## src/rtl/collision_arbiter_if.sv

```systemverilog
// Requester/checker bus for the collision arbiter.
// The slave modport is the arbiter; the master modport is the surrounding environment.
interface collision_arbiter_if #(
    parameter int unsigned N_REQ = 4
);
    logic [N_REQ-1:0]    req;
    logic [10*N_REQ-1:0] req_x;
    logic [9*N_REQ-1:0]  req_y;
    logic [2*N_REQ-1:0]  req_dir;
    logic                chk_start;
    logic [9:0]          chk_x;
    logic [8:0]          chk_y;
    logic [1:0]          chk_dir;
    logic                chk_done;
    logic                chk_ok;
    logic [N_REQ-1:0]    done;
    logic                rsp_ok;
    logic                busy;
    logic                err_timeout;

    modport slave (
        input  req, req_x, req_y, req_dir, chk_done, chk_ok,
        output chk_start, chk_x, chk_y, chk_dir, done, rsp_ok, busy, err_timeout
    );

    modport master (
        output req, req_x, req_y, req_dir, chk_done, chk_ok,
        input  chk_start, chk_x, chk_y, chk_dir, done, rsp_ok, busy, err_timeout
    );
endinterface

```

## src/rtl/collision_arbiter.sv

```systemverilog
// Round-robin arbiter sharing one collision checker among N_REQ requesters,
// with a per-transaction response timeout and a sticky timeout error flag.
module collision_arbiter #(
    parameter int unsigned N_REQ   = 4,
    parameter int unsigned TIMEOUT = 15
) (
    input  logic                clk,
    input  logic                rst,
    collision_arbiter_if.slave  bus
);
    localparam int unsigned XW = 10;
    localparam int unsigned YW = 9;
    localparam int unsigned DW = 2;
    localparam int unsigned CW = 4;
    localparam int unsigned IW = (N_REQ > 1) ? $clog2(N_REQ) : 1;

    localparam logic [XW-1:0]    RST_X   = XW'(320);
    localparam logic [YW-1:0]    RST_Y   = YW'(146);
    localparam logic [CW-1:0]    CNT_MAX = CW'(TIMEOUT - 1);
    localparam logic [N_REQ-1:0] ONE     = N_REQ'(1);

    typedef enum logic [1:0] {
        IDLE  = 2'd0,
        ISSUE = 2'd1,
        WAIT  = 2'd2
    } state_t;

    state_t          state;
    logic [IW-1:0]   ptr;
    logic [IW-1:0]   winner;
    logic [CW-1:0]   cnt;

    logic [N_REQ-1:0] elig;
    logic             grant_found;
    logic [IW-1:0]    grant_idx;
    logic [IW-1:0]    cand;

    // Round-robin search from ptr; a requester being acknowledged this cycle is masked.
    always_comb begin
        elig        = bus.req & ~bus.done;
        grant_found = 1'b0;
        grant_idx   = '0;
        cand        = '0;
        for (int k = 0; k < N_REQ; k++) begin
            cand = IW'((32'(ptr) + 32'(k)) % 32'(N_REQ));
            if (!grant_found && elig[cand]) begin
                grant_found = 1'b1;
                grant_idx   = cand;
            end
        end
    end

    always_ff @(posedge clk) begin
        if (rst) begin
            state           <= IDLE;
            ptr             <= '0;
            winner          <= '0;
            cnt             <= '0;
            bus.chk_start   <= 1'b0;
            bus.chk_x       <= RST_X;
            bus.chk_y       <= RST_Y;
            bus.chk_dir     <= '0;
            bus.done        <= '0;
            bus.rsp_ok      <= 1'b0;
            bus.busy        <= 1'b0;
            bus.err_timeout <= 1'b0;
        end else begin
            bus.chk_start <= 1'b0;
            bus.done      <= '0;
            bus.rsp_ok    <= 1'b0;
            case (state)
                IDLE: begin
                    if (grant_found) begin
                        winner        <= grant_idx;
                        bus.chk_x     <= bus.req_x[32'(grant_idx)*XW +: XW];
                        bus.chk_y     <= bus.req_y[32'(grant_idx)*YW +: YW];
                        bus.chk_dir   <= bus.req_dir[32'(grant_idx)*DW +: DW];
                        ptr           <= IW'((32'(grant_idx) + 32'd1) % 32'(N_REQ));
                        bus.chk_start <= 1'b1;
                        bus.busy      <= 1'b1;
                        state         <= ISSUE;
                    end
                end
                ISSUE: begin
                    cnt   <= '0;
                    state <= WAIT;
                end
                WAIT: begin
                    // A checker result on the last allowed cycle beats the timeout.
                    if (bus.chk_done) begin
                        bus.done   <= ONE << winner;
                        bus.rsp_ok <= bus.chk_ok;
                        bus.busy   <= 1'b0;
                        state      <= IDLE;
                    end else if (cnt == CNT_MAX) begin
                        bus.done        <= ONE << winner;
                        bus.rsp_ok      <= 1'b0;
                        bus.err_timeout <= 1'b1;
                        bus.busy        <= 1'b0;
                        state           <= IDLE;
                    end else begin
                        cnt <= cnt + CW'(1);
                    end
                end
                default: begin
                    bus.busy <= 1'b0;
                    state    <= IDLE;
                end
            endcase
        end
    end
endmodule

```

## src/flat_wrapper.sv

```systemverilog
// flat-port wrapper written by rule: the top's interface ports become plain ports
module collision_arbiter_flat 
#(
    parameter int unsigned N_REQ   = 4,
    parameter int unsigned TIMEOUT = 15
)
  (clk, rst, bus_req, bus_req_x, bus_req_y, bus_req_dir, bus_chk_done, bus_chk_ok, bus_chk_start, bus_chk_x, bus_chk_y, bus_chk_dir, bus_done, bus_rsp_ok, bus_busy, bus_err_timeout);
  collision_arbiter_if #(.N_REQ(N_REQ)) bus_i ();
  input  logic clk;
  input  logic rst;
  input wire logic [$bits(bus_i.req)-1:0] bus_req;
  input wire logic [$bits(bus_i.req_x)-1:0] bus_req_x;
  input wire logic [$bits(bus_i.req_y)-1:0] bus_req_y;
  input wire logic [$bits(bus_i.req_dir)-1:0] bus_req_dir;
  input wire logic [$bits(bus_i.chk_done)-1:0] bus_chk_done;
  input wire logic [$bits(bus_i.chk_ok)-1:0] bus_chk_ok;
  output wire logic [$bits(bus_i.chk_start)-1:0] bus_chk_start;
  output wire logic [$bits(bus_i.chk_x)-1:0] bus_chk_x;
  output wire logic [$bits(bus_i.chk_y)-1:0] bus_chk_y;
  output wire logic [$bits(bus_i.chk_dir)-1:0] bus_chk_dir;
  output wire logic [$bits(bus_i.done)-1:0] bus_done;
  output wire logic [$bits(bus_i.rsp_ok)-1:0] bus_rsp_ok;
  output wire logic [$bits(bus_i.busy)-1:0] bus_busy;
  output wire logic [$bits(bus_i.err_timeout)-1:0] bus_err_timeout;
  assign bus_i.req = bus_req;
  assign bus_i.req_x = bus_req_x;
  assign bus_i.req_y = bus_req_y;
  assign bus_i.req_dir = bus_req_dir;
  assign bus_i.chk_done = bus_chk_done;
  assign bus_i.chk_ok = bus_chk_ok;
  assign bus_chk_start = bus_i.chk_start;
  assign bus_chk_x = bus_i.chk_x;
  assign bus_chk_y = bus_i.chk_y;
  assign bus_chk_dir = bus_i.chk_dir;
  assign bus_done = bus_i.done;
  assign bus_rsp_ok = bus_i.rsp_ok;
  assign bus_busy = bus_i.busy;
  assign bus_err_timeout = bus_i.err_timeout;
  collision_arbiter #(.N_REQ(N_REQ), .TIMEOUT(TIMEOUT)) u_core (.clk(clk), .rst(rst), .bus(bus_i));
endmodule
```

## config.mk

```make
export PLATFORM = sky130hd
export DESIGN_NAME = collision_arbiter_flat
export DESIGN_NICKNAME = d
export VERILOG_FILES = /design/src/rtl/collision_arbiter_if.sv /design/src/rtl/collision_arbiter.sv /design/src/flat_wrapper.sv
export SDC_FILE = /design/constraint.sdc
export NUM_CORES = 1
export LEC_CHECK = 0
export ABC_AREA = 1
export ABC_CLOCK_PERIOD_IN_PS = 2400
export CAP_MARGIN = 10
export CORE_MARGIN = 8
export CORE_UTILIZATION = 43
export CTS_BUF_LIST = sky130_fd_sc_hd__clkbuf_8
export DETAILED_ROUTE_END_ITERATION = 8
export GPL_TIMING_DRIVEN = 0
export HOLD_SLACK_MARGIN = 0.1
export PLACE_DENSITY = 0.79
export SLEW_MARGIN = 25
export SYNTH_ARGS = -nofsm -noshare
export SYNTH_HDL_FRONTEND = slang
export SYNTH_SLANG_ARGS = --single-unit
```

## constraint.sdc

```tcl
create_clock -name clk -period 2.4 [get_ports clk]
set_clock_uncertainty 0.1 [all_clocks]
set_input_delay 0.48 -clock clk [delete_from_list [all_inputs] [get_ports clk]]
set_output_delay 0.48 -clock clk [all_outputs]
set_load 0.01 [all_outputs]
```

Word-level counts from Yosys, hierarchy flattened
Index checks and enable logic that the tools add are counted.

storage, ports and cells
  logic and storage cells = 86
  RAM bits = 0
  input port bits = 92
  output and inout bits = 29
  ROM bits = 0
  register bits after elaboration = 39
  memories = 0
  latch bits = 0

cells by class
  $lt $le $gt $ge = 4
  bitwise logic cells = 6
  divide/modulo/power cells = 0
  reduce and logical (&&, ||, !) cells = 16
  equal/unequal tests = 7
  multipliers = 2
  mux-type cells = 30
  add/subtract/negate cells = 5
  shift-type cells = 4

operator list
  cell                   count
  $shiftx A40 B7 Y10     1
  $shiftx A36 B7 Y9      1
  $mux W4                4
  $mux W2                7
  $lt A2 B3 Y1 const B   4
  $mux W1                12
  $reduce_and A3 Y1      3
  $bmux W1 S2            4
  $pmux W4 S2            1
  $shiftx A8 B4 Y2       1
  $mul A2 B4 Y6 const B  1
  $pmux W2 S3            1
  $mul A2 B3 Y5 const B  1
  $add A2 B1 Y2 const B  2
  $add A2 B2 Y2 const B  2
  $add A4 B1 Y4 const B  1
  $and A4 B4 Y4          1
  $eq A4 B4 Y1 const B   1
  $ne A2 B2 Y1 const B   2
  $not A1 Y1             4
  $not A4 Y4             1
  $reduce_and A2 Y1      2
  $reduce_or A2 Y1       2
  $shl A1 B2 Y4 const A  1
  other kinds (10)       14

Longest topological paths before layout
  depth after elaboration = 16
  depth in mapped cells = 17
  depth with buffers taken out = 15

Worst setup path after synthesis
Ideal clock, no wire load.

  kind = input-to-reg
  from = input bus_req[3]
  to = register u_core.bus.chk_y[1]
  path buffers = 2
  library setup time = 0.126 ns
  cell stages on the path = 10
  required time = 2.174 ns
  arrival = 1.606 ns
  slack = 0.568 ns
  cells stage by stage = nand3_1 -> nand3_1 -> nand2_2 -> nand4_4 -> buf_6 -> nand3_4 -> buf_2 -> nand2_1 -> o211ai_1 -> nand3_1

between the ends
  word-level cells in the longest chain between the ends = 15
  elaborated cells on any way between the ends = 26
  those cells by class = 1 x mul; 1 x shift; 16 x mux; 1 x bitwise; 7 x reduce/logical

RTL lines
  element                        RTL line                    RTL
  from (decl)                    flat_wrapper.sv:11          input wire logic [$bits(bus_i.req)-1:0] bus_req;
  $and A4 B4 Y4 *                collision_arbiter.sv:40     elig = bus.req & ~bus.done;
  $bmux W1 S2                    collision_arbiter.sv:46     if (!grant_found && elig[cand]) begin
  $mux W1 (not written as such)  collision_arbiter.sv:46
  $mux W1                        collision_arbiter.sv:46
  $logic_not A1 Y1               collision_arbiter.sv:46
  $logic_and A1 B1 Y1            collision_arbiter.sv:46
  $mux W1                        collision_arbiter.sv:46
  $logic_not A1 Y1               collision_arbiter.sv:46
  $logic_and A1 B1 Y1            collision_arbiter.sv:46
  $mux W1                        collision_arbiter.sv:46
  $logic_not A1 Y1               collision_arbiter.sv:46
  $logic_and A1 B1 Y1            collision_arbiter.sv:46
  $mux W2                        collision_arbiter.sv:46
  $mul A2 B4 Y6                  collision_arbiter.sv:76     bus.chk_y <= bus.req_y[32'(grant_idx)*YW +: YW];
  $shiftx A36 B7 Y9              collision_arbiter.sv:76
  to (signal assigned)           collision_arbiter.sv:76
  to (decl)                      collision_arbiter_if.sv:23  output chk_start, chk_x, chk_y, chk_dir, done, rsp_ok, busy, err_timeout

Every way passes the cells marked *; elsewhere a longest branch is shown, timed or not. The select of a mux whose other input is x is not followed.
A chain may end at the register's enable or synchronous reset.

Worst setup path after layout
  from = input bus_req[1]
  to = register u_core.bus.chk_x[6]

between the ends
  word-level cells in the longest chain between the ends = 15
  elaborated cells on any way between the ends = 26
  those cells by class = 1 x mul; 1 x shift; 16 x mux; 1 x bitwise; 7 x reduce/logical

RTL lines
  element                        RTL line                    RTL
  $and A4 B4 Y4 *                collision_arbiter.sv:40
  $bmux W1 S2                    collision_arbiter.sv:46
  $mux W1 (not written as such)  collision_arbiter.sv:46
  $mux W1                        collision_arbiter.sv:46
  $logic_not A1 Y1               collision_arbiter.sv:46
  $logic_and A1 B1 Y1            collision_arbiter.sv:46
  $mux W1                        collision_arbiter.sv:46
  $logic_not A1 Y1               collision_arbiter.sv:46
  $logic_and A1 B1 Y1            collision_arbiter.sv:46
  $mux W1                        collision_arbiter.sv:46
  $logic_not A1 Y1               collision_arbiter.sv:46
  $logic_and A1 B1 Y1            collision_arbiter.sv:46
  $mux W2                        collision_arbiter.sv:46
  $mul A2 B3 Y5                  collision_arbiter.sv:75     bus.chk_x <= bus.req_x[32'(grant_idx)*XW +: XW];
  $shiftx A40 B7 Y10             collision_arbiter.sv:75
  to (signal assigned)           collision_arbiter.sv:75
  to (decl)                      collision_arbiter_if.sv:23

Marks and branches as above.

==> flow_summary.yaml <==
synth:
  syn-instance-count: 431
  netlist.area_leader.share_pct: 29.4
  synth_most_common_cell: "nand2_1"
  yosysSeqAreaShare_pct: 29.4
  synth_seq_cells: 39
  synthesis.nets: 525
  synth.avg_cell_area_um2: 6.17
  synth_enable_flop_cells: 0
  async_flop_share_pct: 0
  synthTopCellsByArea: "dfxtp_1 (29%), nand2_1 (20%), inv_1 (9.6%)"
  synth_mux_area_share_pct: 0
  netlist_area_mm2: 0.00266
  synth_cell_types: 31
  synth_fa_ha_area_share_pct: 0.942
  yosys.area.top_type: "dfxtp_1"
  synth_top_family_by_area: "simple AND/OR/NAND/NOR gates"
  yosys_warnings: 0
  synth_ff_type: "dfxtp_1"
  yosys-top-cells-count: "nand2_1 (141), inv_1 (68), dfxtp_1 (39)"
  yosys.area_share.simple_pct: 43.6
  synthXorXnorAreaFrac_pct: 0.330
  synth_compound_area_share_pct: 9.98
setup_path:
  cp.arrival_ns: 2.36
  critPathCaptureType: "flop"
  regToRegSetupSlack_ns: 0.31
  regToRegStartpoint: "u_core.ptr[1]"
  crit_start: "bus_req[1]"
  r2r_cells: 14
  worstPathRequired_ns: 2.48
  crit_type: "primary input to flop"
  cp_max_fo: 6
  cp-endpoint: "u_core.bus.chk_x[6]"
  r2r_end: "u_core.bus.chk_x[6]"
  cp-start-kind: "primary input"
die:
  core-area_mm2: 0.00596
  die_area_mm2: 0.00895
  chipWidth_um: 94.6
  io_pins: 121
  rows: 28
  fp.dieH_um: 94.6
  start_util_pct: 44.6
global_route:
  gr-usage-all-layers_pct: 19.3
  overflow: 0
  antenna_found_initial: 0
  grt_pass1_wl_um: 14000
  first_global_vias: 2979
  grt_max_degree: 13
pwr:
  pwr-share-clk_pct: 11.9
  power_mw: 4.72
  worst_ir_drop_vdd_mv: 0.637
  switching_share_pct: 46.5
  switchingPower_mw: 2.19
  comb_power_share_pct: 68.4
  power.density_mw_per_mm2: 1140
  p_int_mw: 2.53
  p_seq_share_pct: 19.7
  total_leakage_power_nw: 2.00
final_layout:
  antenna_cells: 0
  fin_nets: 657
  drive_gt1_share_pct: 10.1
  fin_area_mm2: 0.00414
  final_cells: 639
  syn_to_final_growth_pct: 55.7
  final_util_pct: 69.5
timing:
  hold_viol: 0
  rsz0062_at_grt: "true"
  finalSetupViolations: 0
  min_period_ns: 2.28
  maxSlewHeadroom_pct: 70.1
  post-route-period-util_pct: 95.1
  slew_viol_final: 0
  timing.fmax_mhz: 438
  worstMarginPinSlew_ns: 0.448
  tns_ns: 0
clock_tree:
  clk_path_buf_depth: 2
  path_clk_slew_ns: 0.07
  cts_tree: "built"
  htreeDepth: 2
  cts_sinks: 39
  cts_inserted_buffers: 5
  clkLatencyLatePin_ns: 0.29
  cts-root-buf: "clkbuf_8"
hold_path:
  holdPathStages: 1
  worstHoldPathType: "flop to flop"
  hold_start: "u_core.winner[1]"
flow_run:
  max_cap_violations: 0
routing:
  drt_first_pass_iters: 4
  drc: 0
  first_iter_violations: 111
  vias_per_cell: 4.87
  drt_wl_total_um: 8570
  vias: 3110
  wl_per_cell_um: 13.4
  ant_nets: 0
placed_design:
  dpl.hpwl_um: 7000
  io_buffer_count: 119
  dp_cells: 625
  gp_congestion: 0.844
  post_dp_cell_area_mm2: 0.00394
outcome:
  outcome: "completed"
stage by stage:
step / hold slack [ns] / setup slack (ns)
2_1_floorplan: 0.322 / 0.568
4_1_cts: 0.356 / 0.0782
3_3_place_gp: 0.333 / -0.204
6_report: 0.357 / 0.118
5_1_grt: 0.401 / -0.00773
3_5_place_dp: 0.345 / -0.232
logic make-up after synthesis:
kind of cell | count (synthesis)
AOI/OAI and AO/OA | 48
xor gates and xnor gates | 1
adders and majority gates | 2
buffers and inverters | 92
DFF | 39
and+or+nand+nor | 249
cells in the final DEF, fill, tap and decap left out, types with 4 or more instances in the layout:
cell type,synthesis,routed
nor4_1,5,5
a21oi_1,12,12
nor2_1,27,27
nand2_4,2,4
inv_2,4,4
nand3_2,5,6
buf_4,2,7
clkbuf_8,0,6
o211ai_1,5,5
buf_6,7,8
nand4_1,20,20
o21ai_1,17,20
inv_1,68,68
dfxtp_1,39,39
nand2_2,8,6
nand2_1,141,141
buf_2,7,7
nand3_1,33,32
clkdlybuf4s50_1,0,119
o21ai_0,9,6
sequential cells by signal, summed over array words and instances (netlist names):
register and cells:
u_core.bus.chk_x 10, u_core.bus.chk_y 9, u_core.bus.done 4, u_core.cnt 4
u_core.bus.chk_dir 2, u_core.ptr 2, u_core.state 2, u_core.winner 2
u_core.bus.busy 1, u_core.bus.chk_start 1, u_core.bus.err_timeout 1, u_core.bus.rsp_ok 1
worst max-delay path, stage by stage:
cell             delay [ns]
clkdlybuf4s50_1        0.50
nand3_1                0.13
nand3_1                0.15
nand2_4                0.10
nand4_1                0.12
nand3_1                0.18
nand2_4                0.17
inv_2                  0.08
nand2_1                0.17
inv_2                  0.09
nand2_1                0.10
nand3_1                0.08
area by class of cell:
| class | count | area [um^2] |
|---|---|---|
| flip-flops and latches | 39 | 781 |
| repair buffers | 125 | 1240 |
| clock inverters | 2 | 35.0 |
| well taps | 75 | 93.8 |
| inverters | 73 | 279 |
| plain buffers | 19 | 145 |
| fillers | 523 | 1820 |
| multi-input cells | 300 | 1490 |
| clock buffers | 6 | 82.6 |
power groups by stage:
stage	logic [mW]	clock network (mW)	registers (mW)
global route	3.61	0.605	0.949
floorplan	2.01	0	1.00
CTS	3.04	0.579	0.927
detailed placement	3.03	0	0.941
finish	3.23	0.563	0.928
global placement	2.97	0	0.935
routing by layer:
metal	global-route usage (%)	share of wire, %	vias up
met3	4.84	7.0	13
li1	-	-	1624
met5	0	0	-
met1	22.9	42	1367
met4	6.89	2.1	0
met2	32.9	49	106
timing repair:
item	in CTS	in global routing
hold buffers	0	0
buffers inserted	0	6
gates resized for setup	0	10
endpoints found under the setup margin	0	15
worst min path at each step:
stage	to	slack [ns]
global route	u_core.bus.err_timeout	0.40
detailed placement	u_core.bus.done[1]	0.35
CTS	u_core.bus.done[1]	0.36
finish	u_core.bus.done[1]	0.36
global placement	u_core.bus.done[1]	0.33
floorplan	u_core.bus.done[1]	0.32
(Power assumes the default switching activity.)
